--- config.mk ---
export PLATFORM = sky130hd
export DESIGN_NAME = demux1to4_reg
export DESIGN_NICKNAME = d
export VERILOG_FILES = /design/src/rtl/demux1to4_reg.sv
export SDC_FILE = /design/constraint.sdc
export NUM_CORES = 1
export LEC_CHECK = 0
export CAP_MARGIN = 10
export CORE_UTILIZATION = 50
export DETAILED_ROUTE_END_ITERATION = 10
export GPL_ROUTABILITY_DRIVEN = 0
export PLACE_DENSITY = 0.87
export SLEW_MARGIN = 20
export SYNTH_ARGS = -nofsm -noshare
export SYNTH_HDL_FRONTEND = slang
export SYNTH_SLANG_ARGS = --single-unit
--- constraint.sdc ---
create_clock -name clk -period 6.1 [get_ports clk]
set_input_delay 1.22 -clock clk [delete_from_list [all_inputs] [get_ports clk]]
set_output_delay 1.22 -clock clk [all_outputs]
set_load 0.005 [all_outputs]
--- src/rtl/demux1to4_reg.sv ---
// demux1to4_reg
//    Routes an input word to one of four registered output channels
//    selected by sel. Each channel has a one-word buffer with a valid flag.
//    It uses a ready/valid handshake on both sides. Each channel can accept
//    a new word in the same cycle that its held word is consumed, so it
//    carries one word per cycle. Each channel also counts the words it has
//    received, wrapping modulo 256.
//
// Ports
//    clk        rising-edge clock
//    rst        asynchronous active-high reset (clears buffers and counters)
//    in_valid   input word present
//    in_data    input word [WIDTH]
//    sel        destination channel 0..3
//    in_ready   block accepts the input word this cycle (combinational)
//    out0..3    held word of channel n [WIDTH]
//    out_valid  bit n: channel n holds a word
//    out_ready  bit n: consumer of channel n takes its word this cycle
//    cnt0..3    words delivered into channel n, mod 256
module demux1to4_reg #(
   parameter int WIDTH = 8
) (
   input  logic             clk,
   input  logic             rst,
   input  logic             in_valid,
   input  logic [WIDTH-1:0] in_data,
   input  logic [1:0]       sel,
   output logic             in_ready,
   output logic [WIDTH-1:0] out0,
   output logic [WIDTH-1:0] out1,
   output logic [WIDTH-1:0] out2,
   output logic [WIDTH-1:0] out3,
   output logic [3:0]       out_valid,
   input  logic [3:0]       out_ready,
   output logic [7:0]       cnt0,
   output logic [7:0]       cnt1,
   output logic [7:0]       cnt2,
   output logic [7:0]       cnt3
);

   // The counter wraps from 255 to 0 and never saturates.
   function automatic logic [7:0] inc_wrap(input logic [7:0] v);
      return v + 8'd1;
   endfunction

   logic [WIDTH-1:0] data_p1 [4];
   logic [3:0]       vld_p1;
   logic [7:0]       cnt_p1  [4];
   logic [3:0]       load_p0;

   // in_ready looks only at the addressed channel. A full channel can
   // accept a new word when its consumer drains it on the same edge.
   // in_valid is deliberately not part of this term.
   assign in_ready = !vld_p1[sel] || out_ready[sel];

   always_comb begin
      load_p0 = 4'b0000;
      if (in_valid && in_ready) begin
         load_p0[sel] = 1'b1;
      end
   end

   // ---- stage p0 -> p1: channel buffer registers ----
   always_ff @(posedge clk or posedge rst) begin
      if (rst) begin
         vld_p1 <= 4'b0000;
         for (int n = 0; n < 4; n++) begin
            data_p1[n] <= '0;
            cnt_p1[n]  <= 8'd0;
         end
      end else begin
         for (int n = 0; n < 4; n++) begin
            if (load_p0[n]) begin
               // A load wins over a drain on the same edge.
               // The new word replaces the old one and the valid flag stays set.
               data_p1[n] <= in_data;
               vld_p1[n]  <= 1'b1;
               cnt_p1[n]  <= inc_wrap(cnt_p1[n]);
            end else if (vld_p1[n] && out_ready[n]) begin
               // The data stays in place after a drain; only the flag clears.
               vld_p1[n] <= 1'b0;
            end
         end
      end
   end

   assign out0      = data_p1[0];
   assign out1      = data_p1[1];
   assign out2      = data_p1[2];
   assign out3      = data_p1[3];
   assign out_valid = vld_p1;
   assign cnt0      = cnt_p1[0];
   assign cnt1      = cnt_p1[1];
   assign cnt2      = cnt_p1[2];
   assign cnt3      = cnt_p1[3];

endmodule

# Yosys cells after proc, flatten, opt, wreduce, memory -nomap -nowiden
# Cells that the tools add are included.
[word_totals]
reg_bits = 68
latch_bits = 0
mem_bits_rw = 0
mem_bits_ro = 0
in_bits = 17
out_inout_bits = 69
elab_cells = 45
memories = 0
[classes]
add_sub_neg = 4
multipliers = 0
div = 0
n_lt_le_gt_ge = 2
eq_ne = 0
shifts = 0
mux = 15
bitwise = 0
n_reduce_logical = 12
[op_table]
columns = ["operator", "n"]
rows = [
  ["$add A8 B1 Y8 const B", 4],
  ["$mux W1", 11],
  ["$reduce_bool A2 Y1", 4],
  ["$logic_and A1 B1 Y1", 6],
  ["$bmux W1 S2", 2],
  ["$mux W4", 1],
  ["$lt A2 B3 Y1 const B", 1],
  ["$demux W1 S2", 1],
  ["$ge A2 B1 Y1 const B", 1],
  ["$logic_not A1 Y1", 1],
  ["$logic_or A1 B1 Y1", 1],
]

# Longest topological paths before layout
# Gate-level depths: netlist (run 1).
[depth]
ltp_word = 7
mapped_depth = 6
ltp_nobuf = 4

# Worst setup path after synthesis (run 1)
# OpenSTA, ideal clock, no wires.
[synth_timing]
path_type = "input to output"
from = "in out_ready[1]"
to = "out in_ready"
arrival_ns = 1.732
required_time_ns = 4.880
setup_slack_ns = 3.148
cell_stages = 4
path_buffers = 0
path_cell_list = "nor2b_1 > mux2i_1 > nor2_1 > a21oi_1"
[synth_between]
elab_chain_cells = 3
[synth_lines]
columns = ["element", "line_no", "text"]
rows = [
  ["start: declaration", "34", "input logic [3:0] out_ready,"],
  ["$bmux W1 S2", "54", "assign in_ready = !vld_p1[sel] || out_ready[sel];"],
  ["$mux W1 (not written as such)", "54", ""],
  ["$logic_or A1 B1 Y1", "54", ""],
  ["end: declaration", "28", "output logic in_ready,"],
]
# No other way between the ends. The select of a mux whose other input is x is not followed.

# Worst setup path in the final report (run 1)
[layout_timing]
from = "in sel[0]"
to = "out in_ready"
[layout_between]
elab_chain_cells = 4
word_cells_on_any_way = 6
classes_between = "mux: 4; reduce/logical: 2"
[layout_lines]
columns = ["element", "line_no", "text"]
rows = [
  ["start: declaration", "27", "input logic [1:0] sel,"],
  ["$bmux W1 S2", "54", ""],
  ["$mux W1 (not written as such)", "54", ""],
  ["$logic_not A1 Y1", "54", ""],
  ["$logic_or A1 B1 Y1 *", "54", ""],
]
# Mark *: on every way between the ends. The rest lies on a longest branch, timed or not. The select of a mux whose other input is x is not followed.

==> results.ini, run 1 <==
[outcome]
status = finished clean

[setup_path]
cpPeakStageDelay_ps = 710
crit_path_max_fanout = 10
path_common_cell = clkdlybuf4s50_1
reg2reg_to = cnt0[6]$_DFFE_PP0P_
arrival_ps = 2900
critPathLaunchType = input port
end_kind = output port
cp_num_cells = 5
path_cells = clkdlybuf4s50_1, mux2i_1, nor2_1, a21oi_1, clkdlybuf4s50_1
rr_worst_depth = 4
cp.buffers_inverters = 2
startpoint = sel[0]
cp.required_ps = 4880
crit_family = buffers and inverters
crit_slowest_cell = clkdlybuf4s50_1
worstSetupPathType = in2out
r2r_slack_ps = 4180
crit_path_end = in_ready
r2r_start = out_valid[0]$_DFFE_PP0P_

[grt]
grt_pass1_vias = 1916
track_usage_pct = 22.02
grt_antenna_before_repair = 0
grt_first_pass_wirelength_um = 9839
grt-ovfl-total = 0
grt_max_degree = 69

[cts]
path_clk_slew_ps = 60
holdBufCountCts = 0
cts_tree = built
ctsResizeCount = 0
cts.sinks = 68
cts_buffer_depth = 2
cts_root_buf = clkbuf_8
htree_num_levels = 3
cts_buffers = 9
post_cts_buffers = 0
insertion_delay_ps = 330

[logic_synthesis]
synth_cell_types = 27
yosysMostFrequentCell = dfrtp_1
synth-edff-count = 0
postSynth.asyncResetShare_pct = 100.0
ys_ff_latch = 68
yosys-top-cells-count = dfrtp_1, nand2_1, mux2_2, xnor2_1, nand4_1
synth-main-ff-cell = dfrtp_1
yosysSeqAreaShare_pct = 60.61
syn-cell-area_mm2 = 0.002808
synth.avg_cell_area_um2 = 12.88
synth_top_cells_by_area = dfrtp_1, mux2_2, xnor2_1
ys_warn_count = 0
synth.top_cell.area_share_pct = 60.61
syn_nets = 239
synth_top_cell_by_area = dfrtp_1
syn_inst = 218

[power]
combPwrFrac_pct = 27.4
p_leak_nw = 1.679
pwr_density_cell_mw_per_mm2 = 362.0
p_int_mw = 1.026
swShare_pct = 27.46
power.switching_uw = 388.6
vdd_drop_max_uv = 252.6
seqPwrFrac_pct = 46.1
clockPowerShare_pct = 26.4

[sta]
period_minus_slack_ps = 4118
worst_slew_pin_slew_ps = 1018
finalSetupTns_ps = 0
setup_violations = 0
max_freq_ghz = 0.2428
maxSlewHeadroom_pct = 31.78
slew_viol_final = 0
skew_ps = 9.390
fin_crit_sh_pct = 67.51
rsz0062_at_grt = no
finalHoldViolCount = 0

[floorplanning]
io-pin-count = 86
die_w_um = 76.94
initial_core_util_pct = 53.28
row_count = 26
dieArea_mm2 = 0.005919
fp.dieH_um = 76.94
coreArea_mm2 = 0.005270

[route]
wl_per_cell_um = 15.45
routed_wl_um = 5931
drtIter0Drc = 104
vias_per_cell = 5.133
postRouteAntennaNets = 0
first_pass_iters = 4
vias = 1971
drc_errors = 0

[job]
maxCapViolCount = 0

[finish]
syn_to_final_growth_pct = 39.22
final_area_mm2 = 0.003909
diodes = 0
layout-drive-gt1-share_pct = 15.61
final_nets = 330

[placement]
hpwl_um = 3986
placedInstanceArea_mm2 = 0.003706
io_buffer_count = 85

[min_path]
hp-class = reg2reg

cell families (layout without fill, tap and decap cells):
kind of cell / count (synthesis) / in the layout / share of synthesized area, %
AO/OA/AOI/OAI: 3 / 3 / 0.5346
AND/OR/NAND/NOR: 80 / 80 / 15.33
buffers and inverters: 7 / 103 / 1.827
multiplexers: 28 / 28 / 11.19
XOR/XNOR: 28 / 28 / 8.734
adder cells (fa/ha/maj): 4 / 4 / 1.783
flip-flops: 68 / 68 / 60.61
placed cells by master (no fill, tap or decap), types with 2 or more instances in the layout:
master           synthesis  routed
clkdlybuf4s50_1          0      85
dfrtp_1                 68      68
nand2_1                 35      35
mux2_2                  27      27
xnor2_1                 24      24
nand4_1                 12      12
clkbuf_8                 0      11
nand3_1                  8       8
nand2b_1                 4       4
xor2_1                   4       4
and2_1                   4       4
ha_1                     4       4
nor2b_1                  3       3
and3_1                   3       3
and4_1                   2       2
nor3b_4                  2       2
o21ai_0                  2       2
nor2_1                   2       2
clkinv_2                 0       2
sequential cells by signal, summed over array words and instances, names as in the netlist:
signal     count
out0           8
out2           8
out1           8
out_valid      4
out3           8
cnt2           8
cnt1           8
cnt3           8
cnt0           8
worst min path at each step:
stage / from / end / slack, ps / depth (start not counted)
5_1_grt: out0[1]$_DFFE_PP0P_ / out0[1]$_DFFE_PP0P_ / 500 / 2
4_1_cts: out0[1]$_DFFE_PP0P_ / out0[1]$_DFFE_PP0P_ / 480 / 2
2_1_floorplan: cnt0[7]$_DFFE_PP0P_ / cnt0[7]$_DFFE_PP0P_ / 460 / 1
3_5_place_dp: out0[1]$_DFFE_PP0P_ / out0[1]$_DFFE_PP0P_ / 460 / 2
3_3_place_gp: out0[4]$_DFFE_PP0P_ / out0[4]$_DFFE_PP0P_ / 460 / 2
6_report: out0[1]$_DFFE_PP0P_ / out0[1]$_DFFE_PP0P_ / 480 / 2
stage by stage:
| step | hold slack [ps] | worst slack, ps | util (%) | instances | power [mW] |
|---|---|---|---|---|---|
| 2_1_floorplan | 464.7 | 3148 | - | 218 | 0.7907 |
| 5_1_grt | 502.9 | 1814 | 74.17 | 384 | 1.495 |
| 4_1_cts | 478.2 | 1982 | 74.17 | 384 | 1.429 |
| 6_report | 477.1 | 1982 | 74.17 | 384 | 1.415 |
| 3_5_place_dp | 461.8 | 1986 | 70.32 | 368 | 1.053 |
| 3_3_place_gp | 456.8 | 2039 | 70.32 | 368 | 1.037 |
routing by layer:
layer / part of all wire [%] / routed length, µm / track usage, %
met5: 0 / 0 / 0
met4: 1.2 / 74 / 7.500
met3: 5.2 / 308 / 5.833
met2: 51 / 3011 / 37.05
met1: 43 / 2536 / 27.37
power by group through the flow:
stage          sequential [mW]  combinational (mW)  clock, mW
6_report                 0.653               0.388      0.374
5_1_grt                  0.672               0.423      0.400
4_1_cts                  0.653               0.395      0.380
3_5_place_dp             0.659               0.394          0
3_3_place_gp             0.655               0.382          0
2_1_floorplan            0.654               0.137          0
tightest hold or removal path: stages, from the launching register on:
cell and delay, ps:
dfrtp_1 340, nand2_1 50, nand2_1 60
final cells by class:
cell class              instances  area [µm²]
multi-input cells             143        1055
repair buffers                 86       858.3
inverters                       1       3.754
fillers                       369        1361
well taps                      70       87.58
clock inverters                 4       47.55
flip-flops and latches         68        1702
clock buffers                  12       155.1
Note: power is estimated with default switching activity, not from simulation.
==> run 2: changes to the inputs <==
--- a/config.mk
+++ b/config.mk
@@ -6,10 +6,10 @@
 export NUM_CORES = 1
 export LEC_CHECK = 0
 export CAP_MARGIN = 10
-export CORE_UTILIZATION = 50
+export CORE_UTILIZATION = 46
 export DETAILED_ROUTE_END_ITERATION = 10
 export GPL_ROUTABILITY_DRIVEN = 0
-export PLACE_DENSITY = 0.87
+export PLACE_DENSITY = 0.81
 export SLEW_MARGIN = 20
 export SYNTH_ARGS = -nofsm -noshare
 export SYNTH_HDL_FRONTEND = slang
==> constraint.sdc (replaced) <==
create_clock -name clk -period 4.16 [get_ports clk]
set_input_delay 0.832 -clock clk [delete_from_list [all_inputs] [get_ports clk]]
set_output_delay 0.832 -clock clk [all_outputs]
set_load 0.005 [all_outputs]
==> results.ini, run 2 (synthesized netlist as in run 1, its figures left out) <==
[cts]
insertion_delay_ps = 320  ; was 330 ps
holdBufCountCts = 0  ; unchanged
ctsResizeCount = 0  ; unchanged
cts_tree = built  ; unchanged
cts_buffer_depth = 2  ; unchanged
cts_buffers = 9  ; unchanged
path_clk_slew_ps = 70  ; was 60 ps
cts.sinks = 68  ; unchanged
post_cts_buffers = 0  ; unchanged
htree_num_levels = 3  ; unchanged
cts_root_buf = clkbuf_8  ; unchanged

[route]
drc_errors = 1  ; was 0
routed_wl_um = 5725  ; was 5931 µm
drtIter0Drc = 94  ; was 104
wl_per_cell_um = 14.76  ; was 15.45 µm
first_pass_iters = 7  ; was 4
vias_per_cell = 5.075  ; was 5.133
vias = 1969  ; was 1971
postRouteAntennaNets = 0  ; unchanged

[setup_path]
cpPeakStageDelay_ps = 720  ; was 710 ps
cp.required_ps = 3330  ; was 4880 ps
worstSetupPathType = in2out  ; unchanged
path_cells = clkdlybuf4s50_1, mux2i_1, nor2_1, a21oi_1, clkdlybuf4s50_1  ; unchanged
path_common_cell = clkdlybuf4s50_1  ; unchanged
critPathLaunchType = input port  ; unchanged
crit_slowest_cell = clkdlybuf4s50_1  ; unchanged
end_kind = output port  ; unchanged
crit_path_max_fanout = 10  ; unchanged
arrival_ps = 2500  ; was 2900 ps

[sta]
max_freq_ghz = 0.2998
finalWorstSetupSlack_ps = 823.9  ; was 1982 ps
finalSetupTns_ps = 0  ; unchanged
worst_slew_pin_slew_ps = 923.5  ; was 1018 ps
slew_viol_final = 0  ; unchanged
setup_violations = 0  ; unchanged
maxSlewHeadroom_pct = 38.10  ; was 31.78%
skew_ps = 8.684  ; was 9.390 ps
fin_hold_ws_ps = 472.8  ; was 477.1 ps
rsz0062_at_grt = no  ; unchanged
fin_crit_sh_pct = 80.19
finalHoldViolCount = 0  ; unchanged
period_minus_slack_ps = 3336

[placement]
io_buffer_count = 85  ; unchanged
hpwl_um = 4042  ; was 3986 µm
dp_slack_ps = 835.3  ; was 1986 ps

[floorplanning]
coreArea_mm2 = 0.005921  ; was 0.005270 mm²
io-pin-count = 86  ; unchanged
initial_core_util_pct = 47.42  ; was 53.28%
fp.dieH_um = 80.13  ; was 76.94 µm
row_count = 28  ; was 26
dieArea_mm2 = 0.006420  ; was 0.005919 mm²
die_w_um = 80.13  ; was 76.94 µm

[grt]
grt_pass1_vias = 1950  ; was 1916
grt_antenna_before_repair = 0  ; unchanged
grt_max_degree = 41  ; was 69
track_usage_pct = 19.98  ; was 22.02%
grt_first_pass_wirelength_um = 9446  ; was 9839 µm
grt-ovfl-total = 0  ; unchanged

[finish]
syn_to_final_growth_pct = 38.77  ; was 39.22%
final_nets = 330  ; unchanged
layout-drive-gt1-share_pct = 14.70  ; was 15.61%
fill_cells = 466  ; was 369
diodes = 0  ; unchanged
most-common-layout-cells = clkdlybuf4s50_1, dfrtp_1, nand2_1, mux2_2, xnor2_1  ; unchanged
final_common_cell = clkdlybuf4s50_1  ; unchanged

[outcome]
violations = design-rule violations
status = complete, but fails checks  ; was finished clean

[power]
vdd_drop_max_uv = 326.0  ; was 252.6 µV
p_leak_nw = 1.670  ; was 1.679 nW
pwr_density_cell_mw_per_mm2 = 522.5  ; was 362.0 mW/mm²

[job]
maxCapViolCount = 0  ; unchanged

[min_path]
hp-class = reg2reg  ; unchanged

run 2: worst paths after layout:
| path | startpoint | endpoint | slack (ps) | cells after the start |
|---|---|---|---|---|
| worst max-delay path | sel[0] | in_ready | 820 | 5 |
| worst min-delay path | cnt2[7]$_DFFE_PP0P_ | cnt2[7]$_DFFE_PP0P_ | 470 | 1 |
| worst max register to register | out_valid[1]$_DFFE_PP0P_ | cnt1[1]$_DFFE_PP0P_ | 2360 | 3 |
| worst min register to register | cnt2[7]$_DFFE_PP0P_ | cnt2[7]$_DFFE_PP0P_ | 470 | 1 |
| max in group asynchronous | rst | out0[2]$_DFFE_PP0P_ | 2340 | 3 |
| min in group asynchronous | rst | cnt2[0]$_DFFE_PP0P_ | 900 | 2 |
run 2: critical path, delay by kind of cell:
family / cells / cell delay, ps
AOI/OAI and AO/OA: 1 / 140
and+or+nand+nor: 1 / 60
muxes: 1 / 230
buffers and inverters: 2 / 1240
run 2: cell type report:
cell class	instances	area [µm²]	area share (%)
timing repair buffer	86	858.3	22.03
clock buffer	13	148.9	3.821
clock inverter	2	35.03	0.8992
inverter	1	3.754	0.09634
sequential	68	1702	43.67
multi-input combinational	143	1055	27.07
tap	75	93.84	2.408
run 2: through the flow:
step                      area, µm²  utilization (%)  total power, mW  cells
after global routing           3896            65.81            2.164    388
after detailed placement       3712            62.70            1.544    373
after CTS                      3896            65.81            2.063    388
after floorplan                2808                -            1.160    218
after global placement         3712            62.70            1.521    373
final                          3896            65.81            2.036    388
run 2: per-layer routing:
metal	vias up	wire [µm]	GRT usage (%)
met3	8	278	3.864
li1	927	-	-
met4	0	79	10.18
met1	980	2535	25.41
met5	-	0	0
met2	54	2832	32.48
run 2: report_power, final:
group          internal (mW)  switching [mW]
combinational          0.386           0.182
sequential             0.812           0.146
clock                  0.290           0.220
total                   1.49           0.548
